**src/rtl/mdc_minor2_param.sv**
```systemverilog
// mdc_minor2_param: loads an NxN matrix of Hamming-coded words (single-bit
// correction per word), then computes every contiguous 2x2 minor serially
// on one shared multiplier pair and presents them packed with a one-cycle strobe.
module mdc_minor2_param #(
  parameter int N  = 4,
  parameter int DW = 11,
  parameter int PW = 4,
  localparam int CW = DW + PW,
  localparam int K  = (N - 1) * (N - 1),
  localparam int RW = 2 * DW + 1,
  localparam int EW = $clog2(N * N + 1)
) (
  input  logic            clk,
  input  logic            rst_n,
  input  logic            in_valid,
  input  logic [CW-1:0]   in_data,
  output logic            out_valid,
  output logic [K*RW-1:0] out_data,
  output logic [EW-1:0]   err_cnt
);
  localparam int NN  = N * N;
  localparam int IW  = $clog2(NN);
  localparam int KW  = $clog2(K + 1);
  localparam int RCW = $clog2(N);

  typedef enum logic [1:0] {S_IDLE, S_LOAD, S_CALC, S_OUT} state_t;
  state_t state_q, state_d;

  logic [PW-1:0]        syn;
  logic [CW-1:0]        fixed;
  logic signed [DW-1:0] word;
  logic                 corr;
  int unsigned          j;

  logic signed [DW-1:0] mat [NN];
  logic signed [RW-1:0] res [K];
  logic [EW-1:0]        cnt_q;
  logic [EW-1:0]        errs_q;
  logic [KW-1:0]        k_q;
  logic [RCW-1:0]       r_q, c_q;
  logic                 last_word;

  logic [IW-1:0]          base;
  logic signed [DW-1:0]   a_rc, a_rc1, a_r1c, a_r1c1;
  logic signed [2*DW-1:0] p_main, p_anti;
  logic signed [RW-1:0]   minor;
  logic [K*RW-1:0]        packed_res;

  // Syndrome: XOR of the Hamming positions of all set bits (position p is bit CW-p).
  always_comb begin
    syn = '0;
    for (int unsigned p = 1; p <= CW; p++)
      if (in_data[CW-p]) syn ^= PW'(p);
  end

  // Flip the bit named by the syndrome, then gather data bits; lowest data position is the MSB.
  always_comb begin
    fixed = in_data;
    for (int unsigned p = 1; p <= CW; p++)
      if (syn == PW'(p)) fixed[CW-p] = ~fixed[CW-p];
    word = '0;
    j    = DW;
    for (int unsigned p = 1; p <= CW; p++)
      if ((p & (p - 1)) != 0) begin
        word[j-1] = fixed[CW-p];
        j         = j - 1;
      end
    corr = (syn != '0);
  end

  assign last_word = in_valid && (cnt_q == EW'(NN - 1));

  // State register.
  always_ff @(posedge clk or negedge rst_n) begin
    if (!rst_n) state_q <= S_IDLE;
    else        state_q <= state_d;
  end

  // Next-state: OUT spends two cycles, raising the strobe then clearing it on the way to IDLE.
  always_comb begin
    state_d = state_q;
    case (state_q)
      S_IDLE:  if (in_valid) state_d = S_LOAD;
      S_LOAD:  if (last_word) state_d = S_CALC;
      S_CALC:  if (k_q == KW'(K - 1)) state_d = S_OUT;
      S_OUT:   if (out_valid) state_d = S_IDLE;
      default: state_d = S_IDLE;
    endcase
  end

  // Operand select for minor (r,c) and the shared multiplier pair.
  always_comb begin
    base   = IW'(r_q) * IW'(N) + IW'(c_q);
    a_rc   = mat[base];
    a_rc1  = mat[base + IW'(1)];
    a_r1c  = mat[base + IW'(N)];
    a_r1c1 = mat[base + IW'(N + 1)];
    p_main = (2*DW)'(a_rc) * (2*DW)'(a_r1c1);
    p_anti = (2*DW)'(a_rc1) * (2*DW)'(a_r1c);
    minor  = RW'(p_main) - RW'(p_anti);
  end

  // Load storage, step the minor index, count corrections and drive the strobe.
  always_ff @(posedge clk or negedge rst_n) begin
    if (!rst_n) begin
      cnt_q     <= '0;
      errs_q    <= '0;
      k_q       <= '0;
      r_q       <= '0;
      c_q       <= '0;
      out_valid <= 1'b0;
      for (int unsigned i = 0; i < NN; i++) mat[i] <= '0;
      for (int unsigned i = 0; i < K; i++)  res[i] <= '0;
    end else begin
      case (state_q)
        S_IDLE: begin
          out_valid <= 1'b0;
          errs_q    <= '0;
          k_q       <= '0;
          r_q       <= '0;
          c_q       <= '0;
          if (in_valid) begin
            mat[0] <= word;
            cnt_q  <= EW'(1);
            errs_q <= EW'(corr);
          end
        end
        S_LOAD: begin
          if (in_valid) begin
            mat[IW'(cnt_q)] <= word;
            cnt_q           <= cnt_q + EW'(1);
            errs_q          <= errs_q + EW'(corr);
          end
        end
        S_CALC: begin
          res[k_q] <= minor;
          k_q      <= k_q + KW'(1);
          if (c_q == RCW'(N - 2)) begin
            c_q <= '0;
            r_q <= r_q + RCW'(1);
          end else begin
            c_q <= c_q + RCW'(1);
          end
        end
        S_OUT:   out_valid <= ~out_valid;
        default: out_valid <= 1'b0;
      endcase
    end
  end

  // Pack minor k at the MSB end for k=0.
  always_comb begin
    packed_res = '0;
    for (int unsigned i = 0; i < K; i++)
      packed_res[(K-1-i)*RW +: RW] = res[i];
  end

  assign out_data = out_valid ? packed_res : '0;
  assign err_cnt  = out_valid ? errs_q : '0;

endmodule

```
**config.mk**
```make
export PLATFORM = sky130hd
export DESIGN_NAME = mdc_minor2_param
export DESIGN_NICKNAME = d
export VERILOG_FILES = /design/src/rtl/mdc_minor2_param.sv
export SDC_FILE = /design/constraint.sdc
export NUM_CORES = 2
export LEC_CHECK = 0
export ABC_AREA = 0
export ABC_CLOCK_PERIOD_IN_PS = 8100
export CORE_MARGIN = 2
export CORE_UTILIZATION = 50
export DETAILED_ROUTE_END_ITERATION = 8
export PLACE_DENSITY = 0.83
export SLEW_MARGIN = 30
export SYNTH_ARGS = -nofsm -noshare
export SYNTH_HDL_FRONTEND = slang
export SYNTH_SLANG_ARGS = --single-unit
```
**constraint.sdc**
```tcl
create_clock -name clk -period 8.1 [get_ports clk]
set_clock_uncertainty 0.15 [all_clocks]
set_input_delay 0.81 -clock clk [delete_from_list [all_inputs] [get_ports clk]]
set_output_delay 0.81 -clock clk [all_outputs]
set_load 0.02 [all_outputs]
```
==> flow_metrics.env <==
export IMPL_status="finished with violations"
export IMPL_violations="negative setup slack"
export IMPL_clock_sinks=404
export IMPL_yosysUniqueCellTypes=62
export IMPL_worst_slew_pin_slew_ns=1.149
export IMPL_cp_slowest_cell="fa_1"
export IMPL_synthCells=3090
export IMPL_critical_path_max_stage_delay_ns=0.59
export IMPL_finish_utilization_pct=62.94
export IMPL_critPathRequiredTime_ns=8.38
export IMPL_ios=231
export IMPL_dieArea_mm2=0.06269
export IMPL_path_clk_slew_ns=0.07
export IMPL_cp_common_cell="fa_1"
export IMPL_gp_congestion=0.9154
export IMPL_num_rows=90
export IMPL_yosysSeqAreaShare_pct=33.31
export IMPL_die_y_um=250.4
export IMPL_grt_max_degree=181
export IMPL_ys_ff_latch=404
export IMPL_globalRouteTotalUtil_pct=26.95
export IMPL_synth_warnings=0
export IMPL_cts_made_buffers=40
export IMPL_drt_iter0_drc=2603
export IMPL_grt_pass1_wl_um=133100
export IMPL_dpl_worst_slack_ns=-0.07421
export IMPL_start_kind="flip-flop"
export IMPL_wl_per_cell_um=21.55
export IMPL_avgSynthCellArea_um2=9.823
export IMPL_grt_pass1_vias=24310
export IMPL_drcViolationCount=0
export IMPL_fin_ws_ns=-0.2382
export IMPL_dpl_cell_count=4128
export IMPL_yosys_area_top_type="dfrtp_1"
export IMPL_path_class="flip-flop to flip-flop"
export IMPL_via_per_inst=5.795
export IMPL_core_region_area_mm2=0.06013
export IMPL_synth_top_area_share_pct=33.31
export IMPL_maxSlewHeadroom_pct=23.22
export IMPL_cts_path_max_buffers=3
export IMPL_nets=3869
export IMPL_worstSkewPairLatency_ns=0.59
export IMPL_drtAntennaViolNets=0
export IMPL_dp_hpwl_um=62100
export IMPL_grt_ovfl_total=0
export IMPL_syn2layout_area_growth_pct=24.70
export IMPL_wl_um=92350
export IMPL_dr_pass1_iters=6
export IMPL_slew_violations=0
export IMPL_die_w_um=250.4
export IMPL_worst_path_max_fanout=9
export IMPL_layout_cells_non_filler=4286
export IMPL_cts_hold_buf=0
export IMPL_async_flop_share_pct=100.0
export IMPL_fmaxAchievable_mhz=119.9
export IMPL_cts_root_buffer="clkbuf_16"
export IMPL_setup_violations=50
export IMPL_final_min_clock_period_ns=8.338
export IMPL_vias=24840
export IMPL_final_layout_size_suffix_gt1_share_pct=20.46
export IMPL_synth_edf_count=0
export IMPL_cts_max_level=2
export IMPL_cap_violations=0
export IMPL_cp_arrival_ns=8.62
export IMPL_worstHoldPathType="input pin to asynchronous set/reset pin"
export IMPL_syn_area_mm2=0.03035
export IMPL_end_kind="flip-flop"
export IMPL_portBuffers=230
export IMPL_rsz0062_at_grt="true"
export IMPL_syn_num_nets=3486
export IMPL_yosys_top_cells_area="dfrtp_1 (33%), fa_1 (18%), mux4_2 (6.7%), nand2_1 (5.1%), and2_1 (4.5%)"
export IMPL_ys_flop_type="dfrtp_1"
export IMPL_diodes=0
export IMPL_cts_tree="done"
export IMPL_whs_ns=0.03592
export IMPL_grt_antenna_before_repair=0
export IMPL_hold_viol_final=0
export IMPL_start_util_pct=50.47
export IMPL_fin_crit_sh_pct=102.9
-- per-stage QoR --
| step | setup TNS [ns] | cell area [µm²] |
|---|---|---|
| finish | -3.724 | 37850 |
| detailed placement | -0.9905 | 34760 |
| global route | -15.01 | 37850 |
| floorplan | 0 | 30450 |
| CTS | 0 | 36210 |
| global placement | 0 | 34760 |
-- timing repair --
action	CTS	global route
setup buffers	1	61
gates cloned	1	20
pin swaps	0	37
setup endpoints to repair	50	110
gates resized for setup	5	211
-- state kept, by name (all words and copies together), names as in the netlist --
register    flops
mat           176
out_valid       1
k_q             4
state_q         2
cnt_q           5
r_q             2
errs_q          5
packed_res    207
c_q             2
-- layout by cell type, fill, tap and decap left out, types with 8 or more instances in the layout --
master,count
ha_1,90
clkbuf_16,49
a21oi_4,8
clkbuf_8,12
xnor2_1,36
fa_1,263
inv_2,17
mux2_1,15
nand3_1,31
buf_12,23
nor3_1,9
dfrtp_1,399
fa_2,12
a21oi_1,28
xor2_1,13
buf_6,28
a21o_1,12
mux4_2,90
xor2_2,12
ha_4,13
nand2_1,412
o21ai_1,128
and2_1,217
o21ai_2,14
mux2i_1,37
nor2b_1,11
mux2_2,64
o21ai_0,212
buf_4,227
nand2b_1,24
clkdlybuf4s50_1,229
inv_1,339
or2_2,46
a21oi_2,11
nor2_1,226
-- cell type report --
| type | count | area [µm²] |
|---|---|---|
| fillers | 4314 | 22290 |
| repair buffers | 529 | 5221 |
| well taps | 782 | 978.4 |
| multi-input cells | 2141 | 18810 |
| flip-flops and latches | 404 | 10120 |
| clock buffers | 56 | 1181 |
| inverters | 357 | 1343 |
| clock inverters | 17 | 193.9 |
-- synth_stat cells (14+ instances only) --
master    instances
fa_1            275
mux2i_1          37
buf_2            48
inv_1           357
mux2_2           68
xor2_1           14
nand3_1          33
and2_1          219
clkbuf_1        124
or2_2            52
nor2_1          231
nand2_1         415
mux2_1           15
xnor2_1          40
dfrtp_1         404
ha_1            103
o21ai_1         115
a21oi_1          47
mux4_2           90
o21ai_0         238
nand2b_1         24
-- final timing paths --
kind                                      start              end  slack (ns)  cells after the start
worst max-delay path                     c_q[0]  packed_res[160]       -0.24                     32
worst min-delay path                      rst_n  packed_res[135]        0.04                      1
worst max register to register           c_q[0]  packed_res[160]       -0.24                     32
worst min register to register  packed_res[134]  packed_res[134]        0.32                      2
max in group asynchronous                 rst_n  packed_res[169]        5.98                      3
min in group clk                packed_res[134]  packed_res[134]        0.32                      2
-- worst max-delay path: cells and delay by family (launching register included) --
| kind | cells | cell delay (ns) |
|---|---|---|
| adders and majority gates | 9 | 4.20 |
| AOI/OAI and AO/OA | 6 | 0.99 |
| and+or+nand+nor | 3 | 0.33 |
| buffers and inverters | 11 | 1.17 |
| muxes | 2 | 0.60 |
| DFF | 1 | 0.49 |
| xor gates and xnor gates | 1 | 0.23 |
-- layer usage --
layer / GRT usage (%) / routed length (µm) / share of wire, % / up-vias
met5: 0 / 0 / 0 / -
met4: 10.90 / 5491 / 5.9 / 0
met3: 4.863 / 7899 / 8.6 / 403
met2: 45.06 / 44480 / 48 / 1495
met1: 34.90 / 34480 / 37 / 12270
li1: - / - / - / 10670
-- cell families after synthesis --
logic type / count (synthesis) / synth area share [%]
simple gates: 1009 / 15.35
fa+ha+maj: 378 / 22.38
flops: 404 / 33.31
buf+inv: 546 / 7.012
compound gates: 474 / 8.587
xor+xnor: 69 / 2.383
mux: 210 / 10.98
Power is left out: the tool's default activity adds up to more than one toggle a clock period on the data nets, which glitch-free logic cannot reach.
